### src/rtl/bms_adc_spi_master.sv
`default_nettype none
// ============================================================================
//  Module      : bms_adc_spi_master
//  Description : SPI mode-0 master that round-robin scans channels 0..4 of an
//                external 8-channel 12-bit SAR ADC. It provides the three
//                cell-voltage samples, the pack-current sample and the
//                temperature sample to the BMS top.
//                Optional build macro BMS_ADC_AVG_EN: each channel register
//                holds a rounded two-point running average, not the raw sample.
//  Revision    : 1.0 - initial release
// ============================================================================
module bms_adc_spi_master #(
    parameter int CLK_DIV = 4,
    parameter int CS_GAP  = 8
) (
    input  logic        clk,
    input  logic        rst,
    input  logic        scan_en,
    input  logic        adc_miso,
    output logic        adc_sclk,
    output logic        adc_mosi,
    output logic        adc_cs_n,
    output logic [11:0] cell_1_voltage_adc,
    output logic [11:0] cell_2_voltage_adc,
    output logic [11:0] cell_3_voltage_adc,
    output logic [11:0] pack_current_adc,
    output logic [11:0] temperature_adc,
    output logic        sample_valid,
    output logic [2:0]  sample_ch,
    output logic        frame_done,
    output logic        busy
);

    localparam logic [7:0] c_DIV_LAST = 8'(CLK_DIV - 1);
    localparam logic [7:0] c_GAP_LAST = 8'(CS_GAP - 1);
    localparam logic [2:0] c_LAST_CH  = 3'd4;

    typedef enum logic [1:0] {
        S_IDLE  = 2'd0,
        S_SHIFT = 2'd1,
        S_DONE  = 2'd2,
        S_GAP   = 2'd3
    } state_t;

    state_t      r_state;
    state_t      w_next;
    logic [7:0]  r_div;
    logic [3:0]  r_bit;
    logic [7:0]  r_gap;
    logic        r_sclk;
    logic        r_mosi;
    logic [2:0]  r_ch;
    logic [2:0]  r_sample_ch;
    logic [11:0] r_shift;
    logic [11:0] r_cell_1;
    logic [11:0] r_cell_2;
    logic [11:0] r_cell_3;
    logic [11:0] r_current;
    logic [11:0] r_temp;

    logic        w_div_end;
    logic        w_last_bit;
    logic        w_gap_end;
    logic [15:0] w_cmd;
    logic [3:0]  w_next_bit;
    logic [11:0] w_wr_val;

    // Command word, MSB first: start, single-ended, 3-bit channel code, zeros
    assign w_cmd      = {1'b1, 1'b1, r_ch, 11'b0};
    assign w_div_end  = (r_div == c_DIV_LAST);
    assign w_last_bit = (r_bit == 4'd15);
    assign w_gap_end  = (r_gap == c_GAP_LAST);
    assign w_next_bit = r_bit + 4'd1;

    // State register
    always_ff @(posedge clk) begin
        if (rst) begin
            r_state <= S_IDLE;
        end else begin
            r_state <= w_next;
        end
    end

    // Next-state decode and state-derived outputs
    always_comb begin
        w_next       = r_state;
        adc_cs_n     = 1'b1;
        busy         = 1'b1;
        sample_valid = 1'b0;
        frame_done   = 1'b0;
        case (r_state)
            S_IDLE: begin
                busy = 1'b0;
                if (scan_en) begin
                    w_next = S_SHIFT;
                end
            end
            S_SHIFT: begin
                adc_cs_n = 1'b0;
                if (w_div_end && r_sclk && w_last_bit) begin
                    w_next = S_DONE;
                end
            end
            S_DONE: begin
                sample_valid = 1'b1;
                frame_done   = (r_ch == c_LAST_CH);
                w_next       = S_GAP;
            end
            S_GAP: begin
                if (w_gap_end) begin
                    // A frame always runs through channel 4 before scan_en is honoured
                    w_next = ((r_ch != c_LAST_CH) || scan_en) ? S_SHIFT : S_IDLE;
                end
            end
            default: begin
                w_next = S_IDLE;
            end
        endcase
    end

    // SCLK divider, bit counter, command shifter, MISO capture and gap timer
    always_ff @(posedge clk) begin
        if (rst) begin
            r_div       <= 8'd0;
            r_bit       <= 4'd0;
            r_gap       <= 8'd0;
            r_sclk      <= 1'b0;
            r_mosi      <= 1'b0;
            r_ch        <= 3'd0;
            r_sample_ch <= 3'd0;
            r_shift     <= 12'd0;
        end else begin
            case (r_state)
                S_IDLE: begin
                    r_div  <= 8'd0;
                    r_bit  <= 4'd0;
                    r_gap  <= 8'd0;
                    r_sclk <= 1'b0;
                    r_mosi <= 1'b0;
                    if (scan_en) begin
                        r_ch   <= 3'd0;
                        r_mosi <= 1'b1;
                    end
                end
                S_SHIFT: begin
                    if (w_div_end) begin
                        r_div <= 8'd0;
                        if (!r_sclk) begin
                            // Rising SCLK: the first four MISO bits are null/settle bits
                            r_sclk <= 1'b1;
                            if (r_bit >= 4'd4) begin
                                r_shift <= {r_shift[10:0], adc_miso};
                            end
                        end else begin
                            // Falling SCLK: MOSI moves at the start of the next low phase
                            r_sclk <= 1'b0;
                            if (w_last_bit) begin
                                r_mosi      <= 1'b0;
                                r_sample_ch <= r_ch;
                            end else begin
                                r_bit  <= w_next_bit;
                                r_mosi <= w_cmd[4'd15 - w_next_bit];
                            end
                        end
                    end else begin
                        r_div <= r_div + 8'd1;
                    end
                end
                S_DONE: begin
                    r_gap <= 8'd0;
                end
                S_GAP: begin
                    if (w_gap_end) begin
                        r_gap <= 8'd0;
                        r_bit <= 4'd0;
                        r_div <= 8'd0;
                        if (r_ch != c_LAST_CH) begin
                            r_ch   <= r_ch + 3'd1;
                            r_mosi <= 1'b1;
                        end else if (scan_en) begin
                            r_ch   <= 3'd0;
                            r_mosi <= 1'b1;
                        end
                    end else begin
                        r_gap <= r_gap + 8'd1;
                    end
                end
                default: begin
                    r_div <= 8'd0;
                end
            endcase
        end
    end

`ifdef BMS_ADC_AVG_EN
    logic [4:0]  r_seen;
    logic [4:0]  w_ch_onehot;
    logic [11:0] w_old;
    logic [12:0] w_sum;

    assign w_ch_onehot = 5'b00001 << r_ch;
    assign w_sum       = {1'b0, w_old} + {1'b0, r_shift} + 13'd1;

    // Select the current contents of the channel being written, and the written value
    always_comb begin
        w_old = 12'd0;
        case (r_ch)
            3'd0:    w_old = r_cell_1;
            3'd1:    w_old = r_cell_2;
            3'd2:    w_old = r_cell_3;
            3'd3:    w_old = r_current;
            3'd4:    w_old = r_temp;
            default: w_old = 12'd0;
        endcase
        w_wr_val = (|(r_seen & w_ch_onehot)) ? w_sum[12:1] : r_shift;
    end

    // Per-channel flag: the first sample after reset is stored without averaging
    always_ff @(posedge clk) begin
        if (rst) begin
            r_seen <= 5'd0;
        end else if (r_state == S_DONE) begin
            r_seen <= r_seen | w_ch_onehot;
        end
    end
`else
    assign w_wr_val = r_shift;
`endif

    // Channel result registers change only in DONE
    always_ff @(posedge clk) begin
        if (rst) begin
            r_cell_1  <= 12'd0;
            r_cell_2  <= 12'd0;
            r_cell_3  <= 12'd0;
            r_current <= 12'd0;
            r_temp    <= 12'd0;
        end else if (r_state == S_DONE) begin
            case (r_ch)
                3'd0:    r_cell_1  <= w_wr_val;
                3'd1:    r_cell_2  <= w_wr_val;
                3'd2:    r_cell_3  <= w_wr_val;
                3'd3:    r_current <= w_wr_val;
                3'd4:    r_temp    <= w_wr_val;
                default: r_cell_1  <= r_cell_1;
            endcase
        end
    end

    assign adc_sclk           = r_sclk;
    assign adc_mosi           = r_mosi;
    assign sample_ch          = r_sample_ch;
    assign cell_1_voltage_adc = r_cell_1;
    assign cell_2_voltage_adc = r_cell_2;
    assign cell_3_voltage_adc = r_cell_3;
    assign pack_current_adc   = r_current;
    assign temperature_adc    = r_temp;

endmodule
`default_nettype wire

### config.mk
export PLATFORM = sky130hd
export DESIGN_NAME = bms_adc_spi_master
export DESIGN_NICKNAME = d
export VERILOG_FILES = /design/src/rtl/bms_adc_spi_master.sv
export SDC_FILE = /design/constraint.sdc
export NUM_CORES = 1
export LEC_CHECK = 0
export BUFFER_PORTS_ARGS = -buffer_cell sky130_fd_sc_hd__buf_2
export CAP_MARGIN = 15
export CORE_ASPECT_RATIO = 1.5
export CORE_MARGIN = 1.5
export CORE_UTILIZATION = 56
export CTS_BUF_LIST = sky130_fd_sc_hd__clkbuf_16
export DETAILED_ROUTE_END_ITERATION = 8
export GPL_ROUTABILITY_DRIVEN = 1
export PLACE_DENSITY = 0.92
export REMOVE_ABC_BUFFERS = 1
export SYNTH_ARGS = -nofsm -noshare
export SYNTH_HDL_FRONTEND = slang
export SYNTH_SLANG_ARGS = --single-unit
### constraint.sdc
create_clock -name clk -period 2.65 [get_ports clk]
set_clock_uncertainty 0.15 [all_clocks]
set_input_delay 0 -clock clk [delete_from_list [all_inputs] [get_ports clk]]
set_output_delay 0 -clock clk [all_outputs]
set_load 0.03 [all_outputs]
; Word level (Yosys, flattened, before mapping)
; Index checks and enable logic that the tools add are counted.
[word_totals]
inputBits = 4
ff_bits = 102
output_inout_bits = 69
word_cells = 99
[classes]
n_reduce_logical = 23
magnitude_cmp = 2
muxes = 36
n_bitwise = 1
add_sub_neg = 5
n_eq_ne = 18
[ops]
columns = op, n
row1 = $mux W8, 3
row2 = $pmux W8 S3, 1
row3 = $add A8 B1 Y8 const B, 2
row4 = $mux W4, 4
row5 = $pmux W8 S2, 1
row6 = $reduce_and A2 Y1, 8
row7 = $mux W1, 15
row8 = $ne A2 B2 Y1 const B, 6
row9 = $pmux W4 S3, 1
row10 = $reduce_and A5 Y1, 2
row11 = $mux W3, 3
row12 = $eq A8 B2 Y1 const B, 1
row13 = $eq A8 B3 Y1 const B, 1
row14 = $pmux W2 S4, 1
row15 = $reduce_and A4 Y1, 2
row16 = $eq A3 B2 Y1 const B, 2
row17 = $mux W2, 3
row18 = $ne A3 B3 Y1 const B, 2
row19 = $pmux W3 S2, 1
row20 = $reduce_bool A2 Y1, 3
row21 = $lt A4 B5 Y1 const B, 1
row22 = $add A4 B1 Y4 const B, 1
row23 = $bmux W1 S4, 1
row24 = $eq A2 B2 Y1 const B, 2
row25 = 17 further kinds, 18

; Longest topological paths before layout
[depth]
word_depth = 8
depth_mapped = 8
mapped_depth_nobuf = 7

; Worst setup path after synthesis
; No wires, ideal clock.
[synth_path]
path_kind = register to register
startpoint = register r_state[0]
endpoint = register r_bit[2]
stages_incl_launch_ff = 8
arrival_ns = 1.911
setup_ns = 0.070
period_less_slack_ns = 2.130
n_path_buf = 0
required_ns = 2.430
setup_slack_ns = 0.520
cell_sequence = dfxtp_1 -> inv_1 -> ha_1 -> nor4b_1 -> a21o_2 -> nand3_1 -> or3_1 -> a21oi_1
[synth_between]
elab_chain_cells = 3
elab_cells_between_ends = 10
cone_classes = 6 x eq/ne / 1 x mux / 3 x reduce/logical
[synth_rtl]
columns = element, line_no
row1 = from (decl), 45  ; state_t r_state;
row2 = from (signal assigned), 80  ; r_state <= w_next;
row3 = $eq A2 B1 Y1 (tied with other cells), 133  ; case (r_state)
row4 = $ne A2 B2 Y1 (no source line) / $reduce_bool A3 Y1 (equally long branches), --
row5 = $reduce_and A5 Y1 (no source line), --
row6 = to (signal assigned), 161  ; r_bit <= w_next_bit;
row7 = to (decl), 48  ; logic [3:0] r_bit;
; Parallel ways exist; a longest one is shown, timed or not.
; A chain may end at the register's enable or synchronous reset.

; Worst setup path after layout
[layout_path]
startpoint = register r_ch[0]
endpoint = output port frame_done
[layout_between]
elab_chain_cells = 2
[layout_rtl]
columns = element, line_no
row1 = from (decl), 52  ; logic [2:0] r_ch;
row2 = from (signal assigned), 178  ; r_ch <= r_ch + 3'd1;
row3 = $eq A3 B3 Y1, 106  ; frame_done = (r_ch == c_LAST_CH);
row4 = $mux W1, 91  ; case (r_state)
row5 = to (decl), 30  ; output logic frame_done,
; Every way passes these cells.

==> impl_metrics.csv <==
group,metric,value,unit
status,status,"finished clean",
logic_synthesis,synth_area,0.00430,mm^2
setup_path,worstPathArrival,2290,ps
flow_run,maxCapViolCount,0,
logic_synthesis,synth_edf_count,0,
sta,slew_headroom,0.388,
global_routing,grt_overflow,0,
cts,clk_pin_slew,70,ps
sta,drv_slew,0,
floorplan,die_width,74.5,um
floorplan,core_area,0.00732,mm^2
cts,cts_resized,0,
cts,cts_tree,"done",
sta,fin_crit_sh,0.919,
logic_synthesis,synthTopCellsByArea,"dfxtp_1, nand2_1, a21oi_1",
floorplan,dieHeight,110,um
layout,fillers,592,
logic_synthesis,ys.flop_type,"dfxtp_1",
logic_synthesis,synth-seq-cells,102,
cts,cts-root-buf,"clkbuf_16",
hold_path,hold_path_startpoint,"temperature_adc[6]$_SDFFE_PP0P_",
layout,drive_gt1_frac,0.168,
power,peakVddDrop,746,uV
cts,clk_latency,340,ps
detailed_routing,vias,3954,
layout,diodes,0,
sta,finalSetupViolations,0,
global_routing,grtUsageTotal,0.267,
setup_path,endpoint_kind,"output port",
global_routing,grt_max_degree,35,
logic_synthesis,synth_area_leader_cell,"dfxtp_1",
power,power_density,728,mW/mm^2
floorplan,start_util,0.587,
setup_path,cp.required,2500,ps
layout,layout_commonest_cell,"nand2_1",
logic_synthesis,avgSynthCellArea,8.18,um^2
setup_path,crit_start,"r_ch[0]$_SDFFE_PP0P_",
sta,fin_hold_ws,301,ps
global_routing,grt_pass1_wl,16800,um
sta,fmax,410,MHz
floorplan,design.die.area,0.00822,mm^2
power,p_sw_frac,0.306,
detailed_routing,firstDrtPassIters,5,
power,p_leak,1.98,nW
setup_path,setup.worst_path.class,"reg2out",
power,clockPowerShare,0.356,
layout,fin_nets,601,
detailed_routing,viasPerCell,5.74,
cts,clock-sinks,102,
logic_synthesis,yosysTopAreaCellShare,0.475,
logic_synthesis,yosysWarnings,0,
power,switching_power,1.11,mW
global_routing,antenna_found_initial,0,
sta,min_period,2440,ps
cts,htree_levels,3,
logic_synthesis,synthArstFlopShare,0,
sta,final.setup.worst_slack,213,ps
setup_path,cp-start-kind,"flip-flop",
sta,tightest_slew,914,ps
cts,clockBufferDepth,2,
floorplan,io_pins,73,
power,p_int,2.52,mW
detailed_routing,drtIter0Drc,374,
detailed_routing,antenna_left,0,
detailed_routing,drt_wl_total,10500,um
logic_synthesis,seq_area_frac_synth,0.475,
sta,rsz0062_at_grt,"no",
cts,cts_setup_buffers,0,
setup_path,reg2reg_from,"r_div[0]$_SDFFE_PP0P_",
setup_path,crit_fanout,15,
placed_design,gp_congestion,0.948,
hold_path,hp-class,"reg2reg",
logic_synthesis,yosysUniqueCellTypes,49,
layout,area_growth,16.0,%
layout,mostFrequentLayoutCells,"nand2_1, dfxtp_1, a21oi_1, buf_2, nand3_1",
cts,numCtsBuffers,9,
global_routing,grt_pass1_vias,3720,
sta,hold_viol,0,
placed_design,dp_slack,356,ps
power,power_frac_seq,0.442,
detailed_routing,avgRoutedWirePerCell,15.2,um
detailed_routing,drc,0,
floorplan,rows,38,
logic_synthesis,syn_inst,525,
power,combPwrFrac,0.202,
placed_design,io_buffers,72,
placed_design,dp_hpwl,7330,um
==> power by group through the flow <==
stage | Clock, mW | Combinational (mW) | Sequential, mW
6_report | 1.29 | 0.734 | 1.60
3_3_place_gp | 0 | 0.687 | 1.63
5_1_grt | 1.38 | 0.815 | 1.61
4_1_cts | 1.31 | 0.725 | 1.60
2_1_floorplan | 0 | 0.505 | 1.64
3_5_place_dp | 0 | 0.714 | 1.64
==> through the flow <==
step | cell area, um^2 | instances | TNS, ps | util | power (mW)
6_report | 4980 | 689 | 0 | 0.681 | 3.63
3_5_place_dp | 4660 | 670 | 0 | 0.637 | 2.35
2_1_floorplan | 4130 | 492 | -20400 | - | 2.15
4_1_cts | 4980 | 689 | 0 | 0.681 | 3.64
5_1_grt | 4980 | 689 | 0 | 0.681 | 3.80
3_3_place_gp | 4660 | 670 | 0 | 0.637 | 2.32
==> final cells by class <==
class	instances	area, um^2	area share
multi-input combinational	380	2050	0.411
sequential	102	2040	0.410
timing repair buffer	81	435	0.0874
clock buffer	9	225	0.0452
tap	100	125	0.0251
clock inverter	7	67.6	0.0136
inverter	10	37.5	0.00753
==> kinds of logic after synthesis <==
logic type / synth area share
buffers and inverters: 0.0478
and+or+nand+nor: 0.257
adders and majority gates: 0.0379
DFF: 0.475
xor gates and xnor gates: 0.0143
muxes: 0.0140
AOI/OAI and AO/OA: 0.154
==> routing by layer <==
layer  part of all wire  wire length, um  GRT usage
met1               0.39             4080      0.294
met5                  0                0          0
met3              0.058              603     0.0536
met4              0.035              365      0.145
met2               0.52             5410      0.469
==> synthesized netlist by cell type (2+ instances only) <==
library cell / number
nand2_1: 126
dfxtp_1: 102
a21oi_1: 89
nand3_1: 46
clkbuf_1: 26
nor2_1: 23
ha_1: 13
inv_1: 10
nand3b_1: 9
o21ai_0: 9
mux2i_1: 6
xor2_1: 6
and3_1: 4
nor2b_1: 4
or3_1: 4
a22oi_1: 3
and2_1: 3
and4_1: 3
o211a_1: 3
a221oi_1: 2
and3_2: 2
buf_6: 2
clkbuf_8: 2
nand4_1: 2
nor3_1: 2
==> final timing paths <==
kind	slack, ps	to	depth (start not counted)
worst max-delay path	210	frame_done	6
worst min-delay path	300	temperature_adc[6]$_SDFFE_PP0P_	2
worst max register to register	310	r_shift[7]$_SDFFE_PP0P_	6
worst min register to register	300	temperature_adc[6]$_SDFFE_PP0P_	2
==> state kept, by name, indices dropped and copies added, names as in the netlist <==
name / cells
r_bit: 4
sample_ch: 3
cell_3_voltage_adc: 12
cell_1_voltage_adc: 12
cell_2_voltage_adc: 12
adc_sclk: 1
r_gap: 8
adc_mosi: 1
r_state: 2
pack_current_adc: 12
r_ch: 3
temperature_adc: 12
r_shift: 12
r_div: 8
==> repair_timing <==
action | 4_1_cts | 5_1_grt
hold buffers | 3 | 0
setup endpoints to repair | 0 | 0
hold endpoints to repair | 5 | 0
==> worst max-delay path, stage by stage (launching register included) <==
cell and delay, ps:
dfxtp_1 380, inv_1 130, ha_1 480, nand3_1 190, buf_4 220, inv_1 280
buf_2 270
Power figures use the tool's default switching activity.
